[config.mk]
export PLATFORM = sky130hd
export DESIGN_NAME = msoc_uart_ctrl_flat
export DESIGN_NICKNAME = d
export VERILOG_FILES = /design/src/rtl/msoc_uart_ctrl_if.sv /design/src/rtl/msoc_uart_ctrl.sv /design/src/flat_wrapper.sv
export SDC_FILE = /design/constraint.sdc
export NUM_CORES = 1
export LEC_CHECK = 0
export BUFFER_PORTS_ARGS = -buffer_cell sky130_fd_sc_hd__buf_2
export CELL_PAD_IN_SITES_DETAIL_PLACEMENT = 0
export CELL_PAD_IN_SITES_GLOBAL_PLACEMENT = 2
export CORE_UTILIZATION = 39
export DETAILED_ROUTE_END_ITERATION = 7
export GPL_TIMING_DRIVEN = 1
export PLACE_DENSITY_LB_ADDON = 0.1
export SYNTH_ARGS = -nofsm -noshare
export SYNTH_HDL_FRONTEND = slang
export SYNTH_SLANG_ARGS = --single-unit
[constraint.sdc]
create_clock -name i_msoc_clk -period 3.2 [get_ports i_msoc_clk]
set_input_delay 0.64 -clock i_msoc_clk [delete_from_list [all_inputs] [get_ports i_msoc_clk]]
set_output_delay 0.64 -clock i_msoc_clk [all_outputs]
set_load 0.05 [all_outputs]
[src/rtl/msoc_uart_ctrl_if.sv]
// -----------------------------------------------------------------------------
// msoc_uart_ctrl_if
// Register bus between a host and the UART controller.
//   req   : single-cycle access strobe (host -> UART)
//   we    : 1 = write, 0 = read         (host -> UART)
//   addr  : word offset                 (host -> UART)
//   wdata : write data                  (host -> UART)
//   rdata : registered read data, valid the cycle after a read (UART -> host)
// -----------------------------------------------------------------------------
interface msoc_uart_ctrl_if;
  logic        req;
  logic        we;
  logic [2:0]  addr;
  logic [31:0] wdata;
  logic [31:0] rdata;

  modport master (output req, output we, output addr, output wdata, input rdata);
  modport slave  (input req, input we, input addr, input wdata, output rdata);
endinterface

[src/rtl/msoc_uart_ctrl.sv]
// -----------------------------------------------------------------------------
// msoc_uart_ctrl
// UART with TX/RX FIFOs, programmable divisor, sticky error flags and a
// level interrupt, reached through a small word-addressed register bus.
// Ports:
//   i_msoc_clk : sole clock, rising edge
//   i_rst      : synchronous active-high reset
//   bus        : register bus (slave side) - req/we/addr/wdata/rdata
//   i_uart_rx  : asynchronous serial input
//   o_uart_tx  : serial output, idle high (registered)
//   o_irq      : level interrupt (registered)
// Register map: 0 TXDATA, 1 BAUD, 2 RXDATA, 3 STATUS, 4 IRQ_EN, 5..7 reserved.
// -----------------------------------------------------------------------------
module msoc_uart_ctrl #(
  parameter int          DATA_BITS    = 8,
  parameter int          TX_DEPTH     = 16,
  parameter int          RX_DEPTH     = 16,
  parameter logic [15:0] DEFAULT_BAUD = 16'd87
) (
  input  logic              i_msoc_clk,
  input  logic              i_rst,
  msoc_uart_ctrl_if.slave   bus,
  input  logic              i_uart_rx,
  output logic              o_uart_tx,
  output logic              o_irq
);

  localparam int TX_AW = $clog2(TX_DEPTH);
  localparam int TX_CW = TX_AW + 1;
  localparam int RX_AW = $clog2(RX_DEPTH);
  localparam int RX_CW = RX_AW + 1;
  localparam int RX_W  = DATA_BITS + 1;
  localparam logic [TX_CW-1:0] TX_CNT_MAX = TX_DEPTH[TX_CW-1:0];
  localparam logic [RX_CW-1:0] RX_CNT_MAX = RX_DEPTH[RX_CW-1:0];
  localparam logic [3:0]       LAST_BIT   = 4'(DATA_BITS - 1);

  localparam logic [2:0] A_TXDATA = 3'd0;
  localparam logic [2:0] A_BAUD   = 3'd1;
  localparam logic [2:0] A_RXDATA = 3'd2;
  localparam logic [2:0] A_STATUS = 3'd3;
  localparam logic [2:0] A_IRQ_EN = 3'd4;

  typedef enum logic [1:0] {S_IDLE, S_START, S_DATA, S_STOP} state_t;

  // ---------------- registers ----------------
  logic [15:0]          r_baud;
  logic [2:0]           r_irq_en;
  logic                 r_tx_ovf, r_rx_ovf, r_frame_err, r_rx_udf;
  logic [31:0]          r_rdata;
  logic                 r_irq;
  logic                 r_uart_tx;

  logic [DATA_BITS-1:0] r_tx_mem [TX_DEPTH];
  logic [TX_AW-1:0]     r_tx_wptr, r_tx_rptr;
  logic [TX_CW-1:0]     r_tx_cnt;
  logic [RX_W-1:0]      r_rx_mem [RX_DEPTH];
  logic [RX_AW-1:0]     r_rx_wptr, r_rx_rptr;
  logic [RX_CW-1:0]     r_rx_cnt;

  state_t               r_tx_state, w_tx_state_nxt;
  logic [15:0]          r_tx_tmr, w_tx_tmr_nxt, r_tx_div, w_tx_div_nxt;
  logic [DATA_BITS-1:0] r_tx_sh, w_tx_sh_nxt;
  logic [3:0]           r_tx_bit, w_tx_bit_nxt;
  logic                 w_tx_line_nxt, w_tx_pop;

  logic                 r_rx_meta, r_rx_sync;
  state_t               r_rx_state, w_rx_state_nxt;
  logic [15:0]          r_rx_tmr, w_rx_tmr_nxt, r_rx_div, w_rx_div_nxt;
  logic [DATA_BITS-1:0] r_rx_sh, w_rx_sh_nxt;
  logic [3:0]           r_rx_bit, w_rx_bit_nxt;
  logic                 w_rx_push_req;

  // ---------------- decode / status wires ----------------
  logic        w_wr, w_rd, w_tx_wr_req, w_tx_push, w_rx_rd_req, w_rx_pop, w_rx_push;
  logic        w_stat_wr;
  logic        w_tx_full, w_tx_empty, w_tx_busy, w_rx_full, w_rx_empty, w_rx_busy;
  logic [15:0] w_baud_eff;
  logic [16:0] w_rx_sum;
  logic [15:0] w_rx_half_m1;
  logic [31:0] w_status, w_rdata_nxt;
  logic        w_irq_nxt;
  logic        w_unused_wdata;

  assign w_wr        = bus.req & bus.we;
  assign w_rd        = bus.req & ~bus.we;
  assign w_stat_wr   = w_wr & (bus.addr == A_STATUS);
  assign w_tx_wr_req = w_wr & (bus.addr == A_TXDATA);
  assign w_rx_rd_req = w_rd & (bus.addr == A_RXDATA);

  assign w_tx_full  = (r_tx_cnt == TX_CNT_MAX);
  assign w_tx_empty = (r_tx_cnt == '0);
  assign w_rx_full  = (r_rx_cnt == RX_CNT_MAX);
  assign w_rx_empty = (r_rx_cnt == '0);
  assign w_tx_busy  = (r_tx_state != S_IDLE);
  assign w_rx_busy  = (r_rx_state != S_IDLE);

  // Fullness is judged on the count before any same-cycle pop.
  assign w_tx_push = w_tx_wr_req & ~w_tx_full;
  assign w_rx_push = w_rx_push_req & ~w_rx_full;
  assign w_rx_pop  = w_rx_rd_req & ~w_rx_empty;

  // Divisors 0 and 1 both give a two-cycle bit period.
  assign w_baud_eff   = (r_baud < 16'd2) ? 16'd1 : r_baud;
  // Start-bit half period (BAUD+1)/2, expressed as a terminal count.
  assign w_rx_sum     = {1'b0, r_rx_div} + 17'd1;
  assign w_rx_half_m1 = w_rx_sum[16:1] - 16'd1;

  assign w_unused_wdata = ^bus.wdata;

  assign w_status = {8'(r_tx_cnt), 8'(r_rx_cnt), 6'd0,
                     r_rx_udf, r_frame_err, r_tx_ovf, r_rx_ovf,
                     w_rx_busy, w_tx_busy, w_tx_full, w_tx_empty, w_rx_full, ~w_rx_empty};

  assign bus.rdata = r_rdata;
  assign o_uart_tx = r_uart_tx;
  assign o_irq     = r_irq;

  // Writable configuration registers.
  always_ff @(posedge i_msoc_clk) begin
    if (i_rst) begin
      r_baud   <= DEFAULT_BAUD;
      r_irq_en <= 3'd0;
    end else begin
      if (w_wr && (bus.addr == A_BAUD))   r_baud   <= bus.wdata[15:0];
      if (w_wr && (bus.addr == A_IRQ_EN)) r_irq_en <= bus.wdata[2:0];
    end
  end

  // Sticky flags: a set event in the same cycle beats a STATUS clear.
  always_ff @(posedge i_msoc_clk) begin
    if (i_rst) begin
      r_rx_ovf    <= 1'b0;
      r_tx_ovf    <= 1'b0;
      r_frame_err <= 1'b0;
      r_rx_udf    <= 1'b0;
    end else begin
      r_rx_ovf    <= (w_rx_push_req & w_rx_full) | (r_rx_ovf & ~(w_stat_wr & bus.wdata[6]));
      r_tx_ovf    <= (w_tx_wr_req & w_tx_full) | (r_tx_ovf & ~(w_stat_wr & bus.wdata[7]));
      r_frame_err <= (w_rx_push_req & ~r_rx_sync) | (r_frame_err & ~(w_stat_wr & bus.wdata[8]));
      r_rx_udf    <= (w_rx_rd_req & w_rx_empty) | (r_rx_udf & ~(w_stat_wr & bus.wdata[9]));
    end
  end

  // TX FIFO storage (no reset needed on the data array).
  always_ff @(posedge i_msoc_clk) begin
    if (w_tx_push) r_tx_mem[r_tx_wptr] <= bus.wdata[DATA_BITS-1:0];
  end

  // TX FIFO pointers and occupancy.
  always_ff @(posedge i_msoc_clk) begin
    if (i_rst) begin
      r_tx_wptr <= '0;
      r_tx_rptr <= '0;
      r_tx_cnt  <= '0;
    end else begin
      if (w_tx_push) r_tx_wptr <= r_tx_wptr + TX_AW'(1);
      if (w_tx_pop)  r_tx_rptr <= r_tx_rptr + TX_AW'(1);
      case ({w_tx_push, w_tx_pop})
        2'b10:   r_tx_cnt <= r_tx_cnt + TX_CW'(1);
        2'b01:   r_tx_cnt <= r_tx_cnt - TX_CW'(1);
        default: r_tx_cnt <= r_tx_cnt;
      endcase
    end
  end

  // RX FIFO storage; entries are {err, data}.
  always_ff @(posedge i_msoc_clk) begin
    if (w_rx_push) r_rx_mem[r_rx_wptr] <= {~r_rx_sync, r_rx_sh};
  end

  // RX FIFO pointers and occupancy.
  always_ff @(posedge i_msoc_clk) begin
    if (i_rst) begin
      r_rx_wptr <= '0;
      r_rx_rptr <= '0;
      r_rx_cnt  <= '0;
    end else begin
      if (w_rx_push) r_rx_wptr <= r_rx_wptr + RX_AW'(1);
      if (w_rx_pop)  r_rx_rptr <= r_rx_rptr + RX_AW'(1);
      case ({w_rx_push, w_rx_pop})
        2'b10:   r_rx_cnt <= r_rx_cnt + RX_CW'(1);
        2'b01:   r_rx_cnt <= r_rx_cnt - RX_CW'(1);
        default: r_rx_cnt <= r_rx_cnt;
      endcase
    end
  end

  // TX FSM state register and datapath.
  always_ff @(posedge i_msoc_clk) begin
    if (i_rst) begin
      r_tx_state <= S_IDLE;
      r_tx_tmr   <= 16'd0;
      r_tx_div   <= 16'd1;
      r_tx_sh    <= '0;
      r_tx_bit   <= 4'd0;
      r_uart_tx  <= 1'b1;
    end else begin
      r_tx_state <= w_tx_state_nxt;
      r_tx_tmr   <= w_tx_tmr_nxt;
      r_tx_div   <= w_tx_div_nxt;
      r_tx_sh    <= w_tx_sh_nxt;
      r_tx_bit   <= w_tx_bit_nxt;
      r_uart_tx  <= w_tx_line_nxt;
    end
  end

  // TX FSM next state: the line value is produced alongside the state so the
  // pin changes on the same edge as the state.
  always_comb begin
    w_tx_state_nxt = r_tx_state;
    w_tx_tmr_nxt   = r_tx_tmr;
    w_tx_div_nxt   = r_tx_div;
    w_tx_sh_nxt    = r_tx_sh;
    w_tx_bit_nxt   = r_tx_bit;
    w_tx_line_nxt  = r_uart_tx;
    w_tx_pop       = 1'b0;
    case (r_tx_state)
      S_IDLE: begin
        if (!w_tx_empty) begin
          w_tx_pop       = 1'b1;
          w_tx_state_nxt = S_START;
          w_tx_div_nxt   = w_baud_eff;
          w_tx_tmr_nxt   = 16'd0;
          w_tx_sh_nxt    = r_tx_mem[r_tx_rptr];
          w_tx_line_nxt  = 1'b0;
        end else begin
          w_tx_line_nxt  = 1'b1;
        end
      end
      S_START: begin
        if (r_tx_tmr == r_tx_div) begin
          w_tx_state_nxt = S_DATA;
          w_tx_tmr_nxt   = 16'd0;
          w_tx_bit_nxt   = 4'd0;
          w_tx_line_nxt  = r_tx_sh[0];
        end else begin
          w_tx_tmr_nxt   = r_tx_tmr + 16'd1;
        end
      end
      S_DATA: begin
        if (r_tx_tmr == r_tx_div) begin
          w_tx_tmr_nxt = 16'd0;
          if (r_tx_bit == LAST_BIT) begin
            w_tx_state_nxt = S_STOP;
            w_tx_line_nxt  = 1'b1;
          end else begin
            w_tx_bit_nxt   = r_tx_bit + 4'd1;
            w_tx_sh_nxt    = {1'b0, r_tx_sh[DATA_BITS-1:1]};
            w_tx_line_nxt  = r_tx_sh[1];
          end
        end else begin
          w_tx_tmr_nxt = r_tx_tmr + 16'd1;
        end
      end
      S_STOP: begin
        if (r_tx_tmr == r_tx_div) begin
          w_tx_state_nxt = S_IDLE;
          w_tx_tmr_nxt   = 16'd0;
        end else begin
          w_tx_tmr_nxt   = r_tx_tmr + 16'd1;
        end
      end
      default: begin
        w_tx_state_nxt = S_IDLE;
        w_tx_line_nxt  = 1'b1;
      end
    endcase
  end

  // Two-flop synchronizer for the asynchronous serial input (idles high).
  always_ff @(posedge i_msoc_clk) begin
    if (i_rst) begin
      r_rx_meta <= 1'b1;
      r_rx_sync <= 1'b1;
    end else begin
      r_rx_meta <= i_uart_rx;
      r_rx_sync <= r_rx_meta;
    end
  end

  // RX FSM state register and datapath.
  always_ff @(posedge i_msoc_clk) begin
    if (i_rst) begin
      r_rx_state <= S_IDLE;
      r_rx_tmr   <= 16'd0;
      r_rx_div   <= 16'd1;
      r_rx_sh    <= '0;
      r_rx_bit   <= 4'd0;
    end else begin
      r_rx_state <= w_rx_state_nxt;
      r_rx_tmr   <= w_rx_tmr_nxt;
      r_rx_div   <= w_rx_div_nxt;
      r_rx_sh    <= w_rx_sh_nxt;
      r_rx_bit   <= w_rx_bit_nxt;
    end
  end

  // RX FSM next state: mid-bit sampling, bits shifted in from the MSB end so
  // the first (LSB) sample ends at bit 0.
  always_comb begin
    w_rx_state_nxt = r_rx_state;
    w_rx_tmr_nxt   = r_rx_tmr;
    w_rx_div_nxt   = r_rx_div;
    w_rx_sh_nxt    = r_rx_sh;
    w_rx_bit_nxt   = r_rx_bit;
    w_rx_push_req  = 1'b0;
    case (r_rx_state)
      S_IDLE: begin
        if (!r_rx_sync) begin
          w_rx_state_nxt = S_START;
          w_rx_tmr_nxt   = 16'd0;
          w_rx_div_nxt   = w_baud_eff;
        end else begin
          w_rx_tmr_nxt   = 16'd0;
        end
      end
      S_START: begin
        if (r_rx_tmr == w_rx_half_m1) begin
          w_rx_tmr_nxt = 16'd0;
          w_rx_bit_nxt = 4'd0;
          if (r_rx_sync) begin
            w_rx_state_nxt = S_IDLE;  // glitch: line back high mid start bit
          end else begin
            w_rx_state_nxt = S_DATA;
          end
        end else begin
          w_rx_tmr_nxt = r_rx_tmr + 16'd1;
        end
      end
      S_DATA: begin
        if (r_rx_tmr == r_rx_div) begin
          w_rx_tmr_nxt = 16'd0;
          w_rx_sh_nxt  = {r_rx_sync, r_rx_sh[DATA_BITS-1:1]};
          if (r_rx_bit == LAST_BIT) begin
            w_rx_state_nxt = S_STOP;
          end else begin
            w_rx_bit_nxt   = r_rx_bit + 4'd1;
          end
        end else begin
          w_rx_tmr_nxt = r_rx_tmr + 16'd1;
        end
      end
      S_STOP: begin
        if (r_rx_tmr == r_rx_div) begin
          w_rx_push_req  = 1'b1;
          w_rx_state_nxt = S_IDLE;
          w_rx_tmr_nxt   = 16'd0;
        end else begin
          w_rx_tmr_nxt   = r_rx_tmr + 16'd1;
        end
      end
      default: begin
        w_rx_state_nxt = S_IDLE;
      end
    endcase
  end

  // Read-data mux; TXDATA and reserved offsets read as zero.
  always_comb begin
    w_rdata_nxt = 32'd0;
    case (bus.addr)
      A_BAUD:   w_rdata_nxt = {16'd0, r_baud};
      A_RXDATA: begin
        if (w_rx_empty) begin
          w_rdata_nxt = 32'd0;
        end else begin
          w_rdata_nxt = 32'(r_rx_mem[r_rx_rptr]);
        end
      end
      A_STATUS: w_rdata_nxt = w_status;
      A_IRQ_EN: w_rdata_nxt = {29'd0, r_irq_en};
      default:  w_rdata_nxt = 32'd0;
    endcase
  end

  // Registered read data, updated only on reads.
  always_ff @(posedge i_msoc_clk) begin
    if (i_rst) begin
      r_rdata <= 32'd0;
    end else if (w_rd) begin
      r_rdata <= w_rdata_nxt;
    end else begin
      r_rdata <= r_rdata;
    end
  end

  assign w_irq_nxt = (r_irq_en[0] & ~w_rx_empty) |
                     (r_irq_en[1] & w_tx_empty & ~w_tx_busy) |
                     (r_irq_en[2] & (r_rx_ovf | r_tx_ovf | r_frame_err | r_rx_udf));

  // Registered interrupt level.
  always_ff @(posedge i_msoc_clk) begin
    if (i_rst) begin
      r_irq <= 1'b0;
    end else begin
      r_irq <= w_irq_nxt;
    end
  end

endmodule
[src/flat_wrapper.sv]
// flat-port wrapper written by rule: the top's interface ports become plain ports
module msoc_uart_ctrl_flat 
#(
  parameter int          DATA_BITS    = 8,
  parameter int          TX_DEPTH     = 16,
  parameter int          RX_DEPTH     = 16,
  parameter logic [15:0] DEFAULT_BAUD = 16'd87
)
  (i_msoc_clk, i_rst, i_uart_rx, o_uart_tx, o_irq, bus_req, bus_we, bus_addr, bus_wdata, bus_rdata);
  msoc_uart_ctrl_if bus_i ();
  input  logic i_msoc_clk;
  input  logic i_rst;
  input  logic i_uart_rx;
  output logic o_uart_tx;
  output logic o_irq;
  input wire logic [$bits(bus_i.req)-1:0] bus_req;
  input wire logic [$bits(bus_i.we)-1:0] bus_we;
  input wire logic [$bits(bus_i.addr)-1:0] bus_addr;
  input wire logic [$bits(bus_i.wdata)-1:0] bus_wdata;
  output wire logic [$bits(bus_i.rdata)-1:0] bus_rdata;
  assign bus_i.req = bus_req;
  assign bus_i.we = bus_we;
  assign bus_i.addr = bus_addr;
  assign bus_i.wdata = bus_wdata;
  assign bus_rdata = bus_i.rdata;
  msoc_uart_ctrl #(.DATA_BITS(DATA_BITS), .TX_DEPTH(TX_DEPTH), .RX_DEPTH(RX_DEPTH), .DEFAULT_BAUD(DEFAULT_BAUD)) u_core (.i_msoc_clk(i_msoc_clk), .i_rst(i_rst), .bus(bus_i), .i_uart_rx(i_uart_rx), .o_uart_tx(o_uart_tx), .o_irq(o_irq));
endmodule
# Word level (Yosys, flattened, before mapping)
# Memories as Yosys holds them, arrays and structs flattened. A register that Yosys moved wholly into a read port is not among the register bits.
# Cells that the tools add are included.
# word_totals
output_inout_bits	34
ramBits	272
regBits	177
wordCells	200
mem_count	2
# op_classes
n_eq_ne	33
n_addsub	14
reduce_logical	26
n_bitwise	44
magnitude_cmp	1
muxes	53
# memory_table
memory	words	word_bits	rd	rd_clocked_by_memory_dff	wr	line	rtl
u_core.r_rx_mem	16	9	1	1	1	msoc_uart_ctrl.sv:56	logic [RX_W-1:0] r_rx_mem [RX_DEPTH];
u_core.r_tx_mem	16	8	1	1	1	msoc_uart_ctrl.sv:53	logic [DATA_BITS-1:0] r_tx_mem [TX_DEPTH];
# ops
cell	n
$pmux W32 S4	1
$mux W16	5
$eq A16 B16 Y1	3
$pmux W16 S3	1
$mux W4	10
$add A16 B1 Y16 const B	2
$pmux W16 S2	1
$add A4 B1 Y4 const B	6
$and A1 B1 Y1	24
$mux W8	3
$mux W2	11
$pmux W5 S2	2
$add A16 B1 Y17 const B	1
$lt A16 B2 Y1 const B	1
$ne A2 B1 Y1 const B	8
$pmux W2 S4	2
$pmux W4 S2	2
$pmux W8 S2	1
$sub A16 B1 Y16 const B	1
$reduce_bool A2 Y1	7
$eq A2 B2 Y1 const B	6
$mux W1	12
$reduce_and A4 Y1	3
$not A1 Y1	11
22 further kinds	47

# Logic depth before layout (Yosys ltp)
# Gate-level depths: netlist of the first run.
# depth
word_depth	6
depth_mapped	16
ltp_nobuf	15

# Least setup slack after synthesis of the first run
# OpenSTA, ideal clock, no wires.
# synth_path
path_type	reg-to-reg
start	reg u_core.r_rx_div[7]
end	reg u_core.r_rx_cnt[4]
synth_period_minus_slack_ps	3457
path_stages_with_launch	17
path_buffers	1
path_slack_ps	-257
arrival_ps	3386
cell_sequence	dfxtp_1 > clkbuf_1 > xor2_1 > nor4_1 > and4_1 > nand3_1 > a21oi_1 > inv_1 > ha_1 > inv_1 > fa_1 > inv_1 > a21o_1 > a21oi_1 > xnor2_1 > or3_1 > a21oi_1
# synth_via
elab_chain_len	6
elab_cells_between_ends	8
cone_classes	eq/ne: 3; mux: 3; bitwise: 1; reduce/logical: 1
# synth_rtl
item	line	rtl
from (decl)	msoc_uart_ctrl.sv:68	logic [15:0] r_rx_tmr, w_rx_tmr_nxt, r_rx_div, w_rx_div_nxt;
from (signal assigned)	msoc_uart_ctrl.sv:292	r_rx_div <= w_rx_div_nxt;
$eq A16 B16 Y1 (*)	msoc_uart_ctrl.sv:344	if (r_rx_tmr == r_rx_div) begin
$mux W1 (*)	msoc_uart_ctrl.sv:344	
$mux W1 (*)	msoc_uart_ctrl.sv:307	case (r_rx_state)
$and A1 B1 Y1 (*)	msoc_uart_ctrl.sv:99	assign w_rx_push = w_rx_push_req & ~w_rx_full;
$eq A2 B1 Y1 / $eq A2 B2 Y1 (equally long branches)	msoc_uart_ctrl.sv:180	case ({w_rx_push, w_rx_pop})
$pmux W5 S2 / $reduce_bool A2 Y1 (equally long branches)	n/a	
to (signal assigned)	msoc_uart_ctrl.sv:181	2'b10: r_rx_cnt <= r_rx_cnt + RX_CW'(1);
to (signal assigned)	msoc_uart_ctrl.sv:182	2'b01: r_rx_cnt <= r_rx_cnt - RX_CW'(1);
to (signal assigned)	msoc_uart_ctrl.sv:183	default: r_rx_cnt <= r_rx_cnt;
to (decl)	msoc_uart_ctrl.sv:58	logic [RX_CW-1:0] r_rx_cnt;
# Every way passes the cells marked *; elsewhere a longest branch is shown, timed or not.
# A chain may end at the register's enable or synchronous reset.

==> results.yml, run 1 <==
outcome:
  outcome: "finished, final reports clean"
route:
  avgViaCountPerCell: 5.176
  top_layer: "met5"
  drtIter0Drc: 806
  firstDrtPassIters: 5
  vias: 12677
  drc: 0
  drt-wirelength-per-cell_um: 19.61
  wirelength_um: 48030
  routed-wl-met3_um: 1646
  met2WireLength_um: 23920
  drt-met1-wl_um: 21550
  detail-route-antenna-nets: 0
timing:
  maxSlewHeadroom: 0.5265
  rsz0062_at_grt: "true"
  tightest_slew_ps: 710.2
  hold_violations: 0
  fin_crit_ps: 3084
  whs_ps: 267.5
  drv_slew: 0
  fmax_mhz: 324.2
  min_period_over_period: 0.9639
  finalSetupViolations: 0
  skew_ps: 32.74
worst_setup_path:
  crit_top_cell: "or4_4"
  crit_arrival_ps: 3600
  crit_path_cell_trace: "buf_6 > ha_4 > or4_4 > o31ai_4 > mux2i_1 > xnor2_1 > nand4_1 > or4_4 > buf_4 > nor3_1 > a32o_1"
  endpoint_kind: "register"
  path_buf_inv: 2
  worstPathRequired_ps: 3710
  crit_family: "simple AND/OR/NAND/NOR gates"
  path_max_fanout: 8
  critPathKind: "register to register"
  cp-start-kind: "register"
  critical_path.slowest_cell: "or4_4"
  slowest_delay_ps: 650
floorplan:
  fp.dieW_um: 228.2
  start_util: 0.3969
  std_cell_rows: 82
  die_area_sq_um: 52070
  io_pins: 74
  die_h_um: 228.2
  core_sq_um: 50270
logic_synthesis:
  seq_area_frac_synth: 0.5890
  postSynth.asyncResetShare: 0
  synthAdderAreaFrac: 0.02019
  synth_top_family_by_area: "simple AND/OR/NAND/NOR gates"
  syn-mean-instance-area_sq_um: 12.40
  yosysWarnings: 0
  synthSimpleGateAreaFrac: 0.1248
  synth_compound_area_frac: 0.07782
  synth_xor_area_frac: 0.05261
  syn-cell-area_sq_um: 19950
  ys_top_cells_by_area: "edfxtp_1 41%, dfxtp_1 18%, mux4_2 9.6%"
  yosys_most_used_dff: "edfxtp_1"
  yosysTopAreaCellShare: 0.4094
  ys_seq_elements: 451
  synth_top_area_cell: "edfxtp_1"
  synth_edf_count: 272
  ys_types: 80
  synthMuxAreaShare: 0.1055
  synthCells: 1609
cts:
  cts_tree: "built"
  clk_latency_ps: 600
  clkTransAtPathRegs_ps: 60
  numCtsBuffers: 50
  cts_root_buf: "clkbuf_16"
  postCtsHoldBufs: 0
  cts_max_level: 2
  clock_path_buffers: 3
  cts_sinks: 451
global_routing:
  overflow: 0
  grt_pass1_vias: 12641
  grt.total_usage: 0.1849
  antenna_found_initial: 1
  grt_max_degree: 58
  grt_pass1_wl_um: 74720
power_and_ir_drop:
  ir_worst_vdd_v: 0.0004289
  combPwrFrac: 0.172
  clkPwrFrac: 0.402
  seqPwrFrac: 0.426
  p_switching_mw: 4.011
  power.density_nw_per_um2: 640.0
  swShare: 0.2669
  power.leakage_nw: 8.252
  intPower_mw: 11.02
final_layout:
  synthToLayoutAreaGrowth_pct: 17.68
  regArea_sq_um: 11760
  mostFrequentLayoutCell: "edfxtp_1"
  fillers: 4617
  multiInputGateArea_sq_um: 7714
  layoutNonFillerInstCount: 2449
  n_antenna_cell: 0
  drive_above_1_share: 0.2251
  nNetsFinal: 1807
  final_cell_mix: "272 x edfxtp_1, 203 x nand2_1, 175 x dfxtp_1, 131 x nor2_1, 124 x buf_4"
placed_design:
  post-place-cells: 2349
  gp_congestion: 0.8064
  dp_hpwl_um: 33630
  portBuffers: 51
flow_run:
  cap_violations: 0
worst_hold_path:
  hp-class: "primary input to register"
## sequential cells by signal (all words and copies together), names as in the netlist, 5 cells and up, named ones only
register          cells
u_core.r_rx_mem     144
u_core.r_tx_mem     128
u_core.r_rx_sh        8
u_core.r_tx_sh        8
u_core.r_tx_div      16
u_core.r_rx_div      16
u_core.r_baud        16
u_core.r_rx_tmr      16
u_core.r_tx_tmr      16
u_core.bus.rdata     26
u_core.r_tx_cnt       5
u_core.r_rx_cnt       5
## through the flow
stage / TNS (ps) / cell area, sq um / setup WS, ps / util / total power, mW
after floorplan: -60.14 / 19980 / -60.14 / - / 8.258
final: 0 / 23480 / 115.5 / 0.4671 / 15.03
after detailed placement: -1156 / 21580 / -89.93 / 0.4293 / 9.090
after CTS: 0 / 23340 / 12.29 / 0.4642 / 15.19
after global routing: -17.12 / 23480 / -14.91 / 0.4671 / 15.75
after global placement: -1331 / 21580 / -81.47 / 0.4293 / 9.060
## synthesized netlist by cell type (7+ instances only)
master	count
ha_1	29
nor2b_1	7
nand2_1	203
nor3_1	28
or3_1	15
nand2b_1	16
nor4_1	20
nand3_1	58
edfxtp_1	272
xor2_1	78
mux2i_1	18
clkbuf_1	71
o21bai_2	10
a21oi_1	105
and3_1	8
buf_1	14
nand4_1	19
buf_4	11
o21ai_0	16
o211ai_1	25
a22oi_1	13
nor2_1	131
xnor2_1	40
buf_2	11
dfxtp_1	179
mux4_2	85
inv_1	23
## final cells by class
class / instances / share of cell area
Sequential cell: 451 / 0.5008
Multi-Input combinational cell: 1027 / 0.3285
Clock buffer: 65 / 0.05829
Timing Repair Buffer: 182 / 0.05659
Tap cell: 672 / 0.03581
Clock inverter: 28 / 0.01620
Inverter: 24 / 0.003837
## path summary, 6_finish.rpt
kind,startpoint,to,slack (ps),cells after the start
setup / recovery,u_core.r_rx_div[0]$_SDFFE_PP1P_,register,120,11
hold / removal,i_uart_rx,u_core.r_rx_meta$_SDFF_PP1_,270,2
setup reg to reg,u_core.r_rx_div[0]$_SDFFE_PP1P_,register,120,11
hold reg to reg,u_core.r_rx_meta$_SDFF_PP1_,u_core.r_rx_sync$_SDFF_PP1_,410,1
## routing by layer
layer  vias up  GRT usage
li1       6153          -
met1      6294     0.2437
met2       167     0.3173
met3        61    0.02988
met4         2    0.04572
met5         -          0
## repair_timing
item	4_1_cts	5_1_grt
resized for setup	3	19
gates cloned	0	1
setup endpoints to repair	22	24
buffers inserted	0	6
pin swaps	1	11
## power groups by stage
stage,registers [mW],logic [mW],clock network [mW]
finish,6.41,2.58,6.04
global route,6.43,2.88,6.44
global placement,6.53,2.53,0
floorplan,6.51,1.75,0
CTS,6.41,2.57,6.21
detailed placement,6.53,2.56,0
## cell families (layout without fill, tap and decap cells)
family | after synthesis | in the layout
buf+inv | 136 | 299
compound gates | 229 | 229
fa+ha+maj | 31 | 31
xor+xnor | 119 | 119
other cells | 1 | 6
flops | 451 | 451
simple gates | 538 | 538
mux | 104 | 104
Power figures use the tool's default switching activity.
==> run 2, diff against run 1 <==
--- a/config.mk
+++ b/config.mk
@@ -5,11 +5,11 @@
 export SDC_FILE = /design/constraint.sdc
 export NUM_CORES = 1
 export LEC_CHECK = 0
-export BUFFER_PORTS_ARGS = -buffer_cell sky130_fd_sc_hd__buf_2
 export CELL_PAD_IN_SITES_DETAIL_PLACEMENT = 0
 export CELL_PAD_IN_SITES_GLOBAL_PLACEMENT = 2
-export CORE_UTILIZATION = 39
+export CORE_UTILIZATION = 40
 export DETAILED_ROUTE_END_ITERATION = 7
+export DONT_BUFFER_PORTS = 1
 export GPL_TIMING_DRIVEN = 1
 export PLACE_DENSITY_LB_ADDON = 0.1
 export SYNTH_ARGS = -nofsm -noshare
==> run 2 against run 1 <==
Compared with the run above: critical path depth unchanged; sequential power up 0.6%; clock-buffer cell count down 1; non-clock buffer count down 63; sequential cell count unchanged.
==> results.yml, run 2 (synthesized netlist as in run 1, its figures left out) <==
timing:
  finalSetupViolations: 0
  min_period_over_period: 0.9449
  maxSlewHeadroom: 0.2080
  drv_slew: 0
  skew_ps: 41.13
  hold_violations: 0
  fin_crit_ps: 3024
  tightest_slew_ps: 1183
  fmax_mhz: 330.7
worst_hold_path:
  whs_path_depth: 0
  hp-class: "primary input to register"
flow_run:
  cap_violations: 0
final_layout:
  mostFrequentLayoutCell: "edfxtp_1"
  layoutNonFillerInstCount: 2381
  n_antenna_cell: 0
  synthToLayoutAreaGrowth_pct: 15.80
  multiInputGateArea_sq_um: 7734
  nNetsFinal: 1745
  regArea_sq_um: 11760
  largest_reg_flops: 144
  drive_above_1_share: 0.2021
  final_cell_mix: "272 x edfxtp_1, 203 x nand2_1, 175 x dfxtp_1, 131 x nor2_1, 114 x buf_4"
  largest_register: "u_core.r_rx_mem"
  fillers: 4480
global_routing:
  grt_pass1_wl_um: 74620
  grt_pass1_vias: 12407
  antenna_found_initial: 1
  grt.total_usage: 0.1940
  grt_max_degree: 142
  overflow: 0
cts:
  cts_max_level: 2
  clock_path_buffers: 3
  clk_latency_ps: 610
  cts_tree: "built"
  cts_root_buf: "clkbuf_16"
  numCtsBuffers: 51
  clkTransAtPathRegs_ps: 60
  cts_sinks: 451
  postCtsHoldBufs: 0
route:
  drtIter0Drc: 744
  drt-wirelength-per-cell_um: 20.43
  avgViaCountPerCell: 5.260
  wirelength_um: 48640
  detail-route-antenna-nets: 0
  firstDrtPassIters: 5
  vias: 12523
  drc: 0
worst_setup_path:
  endpoint_kind: "register"
  critPathKind: "register to register"
  rr_worst_depth: 11
  cp-start-kind: "register"
  crit_arrival_ps: 3460
  path_max_fanout: 11
  worstPathRequired_ps: 3640
floorplan:
  die_area_sq_um: 50780
  std_cell_rows: 81
  core_sq_um: 49050
  io_pins: 74
  fp.dieW_um: 225.3
  start_util: 0.4068
  die_h_um: 225.3
power_and_ir_drop:
  ir_worst_vdd_v: 0.0004126
  power.total_mw: 14.81
  power.density_nw_per_um2: 640.9
  power.leakage_nw: 7.968
placed_design:
  post-place-cells: 2282
  gp_congestion: 0.8014
  dp_hpwl_um: 33380
  portBuffers: 0
outcome:
  outcome: "finished, final reports clean"
==> run 2: cell count changes in the layout (fill, tap and decap cells not counted), moves of 2 or more <==
cell,previous run,this run
clkinv_2,8,12
buf_4,124,114
buf_6,2,0
buf_2,50,0
bufinv_16,8,6
clkbuf_1,10,8
==> run 2: area by class of cell <==
type,instances,share of cell area
Multi-Input combinational cell,1027,0.3347
Clock buffer,64,0.06000
Clock inverter,32,0.01505
Sequential cell,451,0.5088
Tap cell,664,0.03596
Timing Repair Buffer,119,0.04159
Inverter,24,0.003899
==> run 2: repair_timing <==
item,CTS,global route
buffers inserted,0,2
gates cloned,0,1
gates resized for setup,4,19
pin swaps,0,5
setup endpoints to repair,15,24
==> run 2: critical path, stage by stage, from the launching register on <==
cell,delay (ps)
dfxtp_1,390
buf_4,230
nand3_2,240
nor2_2,320
a31o_2,240
o21ai_0,130
or3_1,400
a211o_1,310
a22oi_2,170
buf_4,150
buf_12,130
o211ai_1,130
==> run 2: metrics by stage <==
step / worst slack (ps) / hold slack, ps / util / area [sq um] / setup TNS [ps]
after detailed placement: 6.635 / 408.6 / 0.4331 / 21240 / 0
after floorplan: -60.14 / 389.5 / - / 19980 / -60.14
after CTS: 3.856 / 88.03 / 0.4687 / 22990 / 0
final: 176.2 / 134.1 / 0.4710 / 23110 / 0
after global placement: -24.09 / 409.1 / 0.4331 / 21240 / -24.09
after global routing: -2.131 / 96.53 / 0.4710 / 23110 / -2.131
==> run 2: worst paths after layout <==
kind,slack [ps],from,endpoint
max,180,u_core.r_rx_div[4]$_SDFFE_PP0P_,u_core.r_rx_tmr[2]$_SDFF_PP0_
min,130,bus_wdata[3],u_core.r_tx_mem[10][3]$_DFFE_PP_
max reg2reg,180,u_core.r_rx_div[4]$_SDFFE_PP0P_,u_core.r_rx_tmr[2]$_SDFF_PP0_
min reg2reg,420,u_core.r_rx_meta$_SDFF_PP1_,u_core.r_rx_sync$_SDFF_PP1_
==> run 2: report_power, final <==
part / total [mW] / switching [mW] / internal, mW
clock network: 5.99 / 2.42 / 3.56
logic: 2.37 / 1.37 / 0.996
registers: 6.45 / 0.176 / 6.28
total: 14.8 / 3.97 / 10.8
==> run 2: layer usage <==
metal	global-route usage	part of all wire	wire, um	vias to the layer above
li1	-	-	-	6026
met1	0.2604	0.45	22000	6214
met2	0.3171	0.48	23250	211
met3	0.03390	0.041	2017	72
met4	0.06561	0.028	1373	0
met5	0	0	0	-
==> run 3, diff against run 2 <==
--- a/config.mk
+++ b/config.mk
@@ -12,6 +12,7 @@
 export DONT_BUFFER_PORTS = 1
 export GPL_TIMING_DRIVEN = 1
 export PLACE_DENSITY_LB_ADDON = 0.1
+export RECOVER_POWER = 100
 export SYNTH_ARGS = -nofsm -noshare
 export SYNTH_HDL_FRONTEND = slang
 export SYNTH_SLANG_ARGS = --single-unit
==> run 3 against run 2 <==
Compared with the run above: global-route usage stayed put; via count is 0.32% higher; maximum frequency is 0.20% higher; highest routed layer unchanged; register-to-register slack hardly changed.
==> results.yml, run 3 (synthesized netlist as in run 1, its figures left out) <==
worst_setup_path:
  r2r-end: "u_core.r_rx_tmr[2]$_SDFF_PP0_"
  r2r_slack_ps: 180
  path_max_fanout: 11
  worstPathRequired_ps: 3630
  critPathKind: "register to register"
  crit_arrival_ps: 3450
  endpoint_kind: "register"
  cp-start-kind: "register"
  r2r_start: "u_core.r_rx_div[4]$_SDFFE_PP0P_"
  rr_worst_depth: 11
worst_hold_path:
  hp-class: "primary input to register"
  whs_path_depth: 0
  holdPathEnd: "u_core.r_tx_mem[0][7]$_DFFE_PP_"
  hold_start: "bus_wdata[7]"
global_routing:
  grt.total_usage: 0.1940
  grt_pass1_vias: 12407
  antenna_found_initial: 1
  grt_max_degree: 142
  overflow: 0
  grt_pass1_wl_um: 74620
placed_design:
  post-place-cells: 2282
  dp_slack_ps: 6.635
  portBuffers: 0
  dp_hpwl_um: 33380
  postPlaceCellArea_sq_um: 21240
  gp_congestion: 0.8014
floorplan:
  die_area_sq_um: 50780
  std_cell_rows: 81
  start_util: 0.4068
  die_h_um: 225.3
  core_sq_um: 49050
  fp.dieW_um: 225.3
  io_pins: 74
timing:
  whs_ps: 136.0
  fin_ws_ps: 182.3
  fmax_mhz: 331.4
  finalSetupViolations: 0
  tightest_slew_ps: 1183
  skew_ps: 42.37
  drv_slew: 0
  hold_violations: 0
  fin_crit_ps: 3018
  min_period_over_period: 0.9430
  maxSlewHeadroom: 0.2079
final_layout:
  largest_register: "u_core.r_rx_mem"
  fin_area_sq_um: 23090
  n_antenna_cell: 0
  mostFrequentLayoutCell: "edfxtp_1"
  largest_reg_flops: 144
  layoutNonFillerInstCount: 2381
  final_cell_mix: "272 x edfxtp_1, 203 x nand2_1, 175 x dfxtp_1, 131 x nor2_1, 109 x buf_4"
  nNetsFinal: 1745
  multiInputGateArea_sq_um: 7734
  synthToLayoutAreaGrowth_pct: 15.71
  drive_above_1_share: 0.1992
  regArea_sq_um: 11760
  fillers: 4484
route:
  avgViaCountPerCell: 5.276
  firstDrtPassIters: 5
  vias: 12563
  drtIter0Drc: 758
  detail-route-antenna-nets: 0
  drt-wirelength-per-cell_um: 20.43
  drc: 0
  wirelength_um: 48640
cts:
  cts_max_level: 2
  clk_latency_ps: 610
  postCtsHoldBufs: 0
  cts_tree: "built"
  cts_sinks: 451
  numCtsBuffers: 51
  cts_root_buf: "clkbuf_16"
  clkTransAtPathRegs_ps: 60
  clock_path_buffers: 3
power_and_ir_drop:
  ir_worst_vdd_v: 0.0004153
  power.density_nw_per_um2: 640.6
  power.leakage_nw: 7.948
outcome:
  outcome: "finished, final reports clean"
flow_run:
  cap_violations: 0
-- run 3: cell count changes in the layout (fill, tap and decap cells not counted), sizes merged --
cell    delta
buf        -5
clkbuf     +5
-- run 3: final cells by class --
| type | instances | share of cell area |
|---|---|---|
| Tap cell | 664 | 0.03599 |
| Clock inverter | 32 | 0.01507 |
| Multi-Input combinational cell | 1027 | 0.3350 |
| Sequential cell | 451 | 0.5092 |
| Clock buffer | 64 | 0.06005 |
| Inverter | 24 | 0.003902 |
| Timing Repair Buffer | 119 | 0.04081 |
-- run 3: critical path: stages (launching register included) --
cell and delay, ps:
dfxtp_1 390, buf_4 230, nand3_2 240, nor2_2 320
a31o_2 240, o21ai_0 130, or3_1 400, a211o_1 310
a22oi_2 170, buf_4 150, buf_12 130, o211ai_1 130
-- run 3: how the worst max path moves through the flow --
| stage | start | endpoint | slack [ps] | cells past startpoint |
|---|---|---|---|---|
| floorplan | bus_addr[2] | u_core.r_rx_cnt[4]$_SDFFE_PP0P_ | -60 | 14 |
| global placement | u_core.r_rx_div[0]$_SDFFE_PP1P_ | u_core.r_rx_cnt[4]$_SDFFE_PP0P_ | -20 | 15 |
| detailed placement | u_core.r_rx_div[0]$_SDFFE_PP1P_ | u_core.r_rx_cnt[4]$_SDFFE_PP0P_ | 7 | 15 |
| CTS | u_core.r_rx_div[2]$_SDFFE_PP0P_ | u_core.r_rx_cnt[4]$_SDFFE_PP0P_ | 4 | 15 |
| global route | u_core.r_rx_div[12]$_SDFFE_PP0P_ | u_core.r_rx_cnt[4]$_SDFFE_PP0P_ | -2 | 15 |
| finish | u_core.r_rx_div[4]$_SDFFE_PP0P_ | u_core.r_rx_tmr[2]$_SDFF_PP0_ | 180 | 11 |
-- run 3: power by group --
group          internal (mW)  total, mW  leakage, nW  switching, mW
Clock                   3.56       5.98        0.846           2.42
Combinational          0.985       2.36         3.17           1.37
Sequential              6.28       6.45         3.93          0.176
-- run 3: timing repair --
action / 4_1_cts / 5_1_grt
setup buffers: 0 / 2
gates cloned: 0 / 1
pin swaps: 0 / 5
gates resized for setup: 4 / 19
setup endpoints to repair: 15 / 24
-- run 3: routing by layer --
metal  track usage  up-vias  share of wire
met1        0.2604     6241           0.45
met2        0.3171      218           0.48
met5             0        -              0
met4       0.06561        0          0.028
li1              -     6032              -
met3       0.03390       72          0.043
-- run 3: metrics by stage --
step                      total power, mW  TNS [ps]  utilization
final                               14.79         0       0.4707
after global routing                15.47    -2.130       0.4707
after CTS                           14.98         0       0.4687
after detailed placement            8.931         0       0.4331
after global placement              8.916    -24.09       0.4331
after floorplan                     8.258    -60.14            -
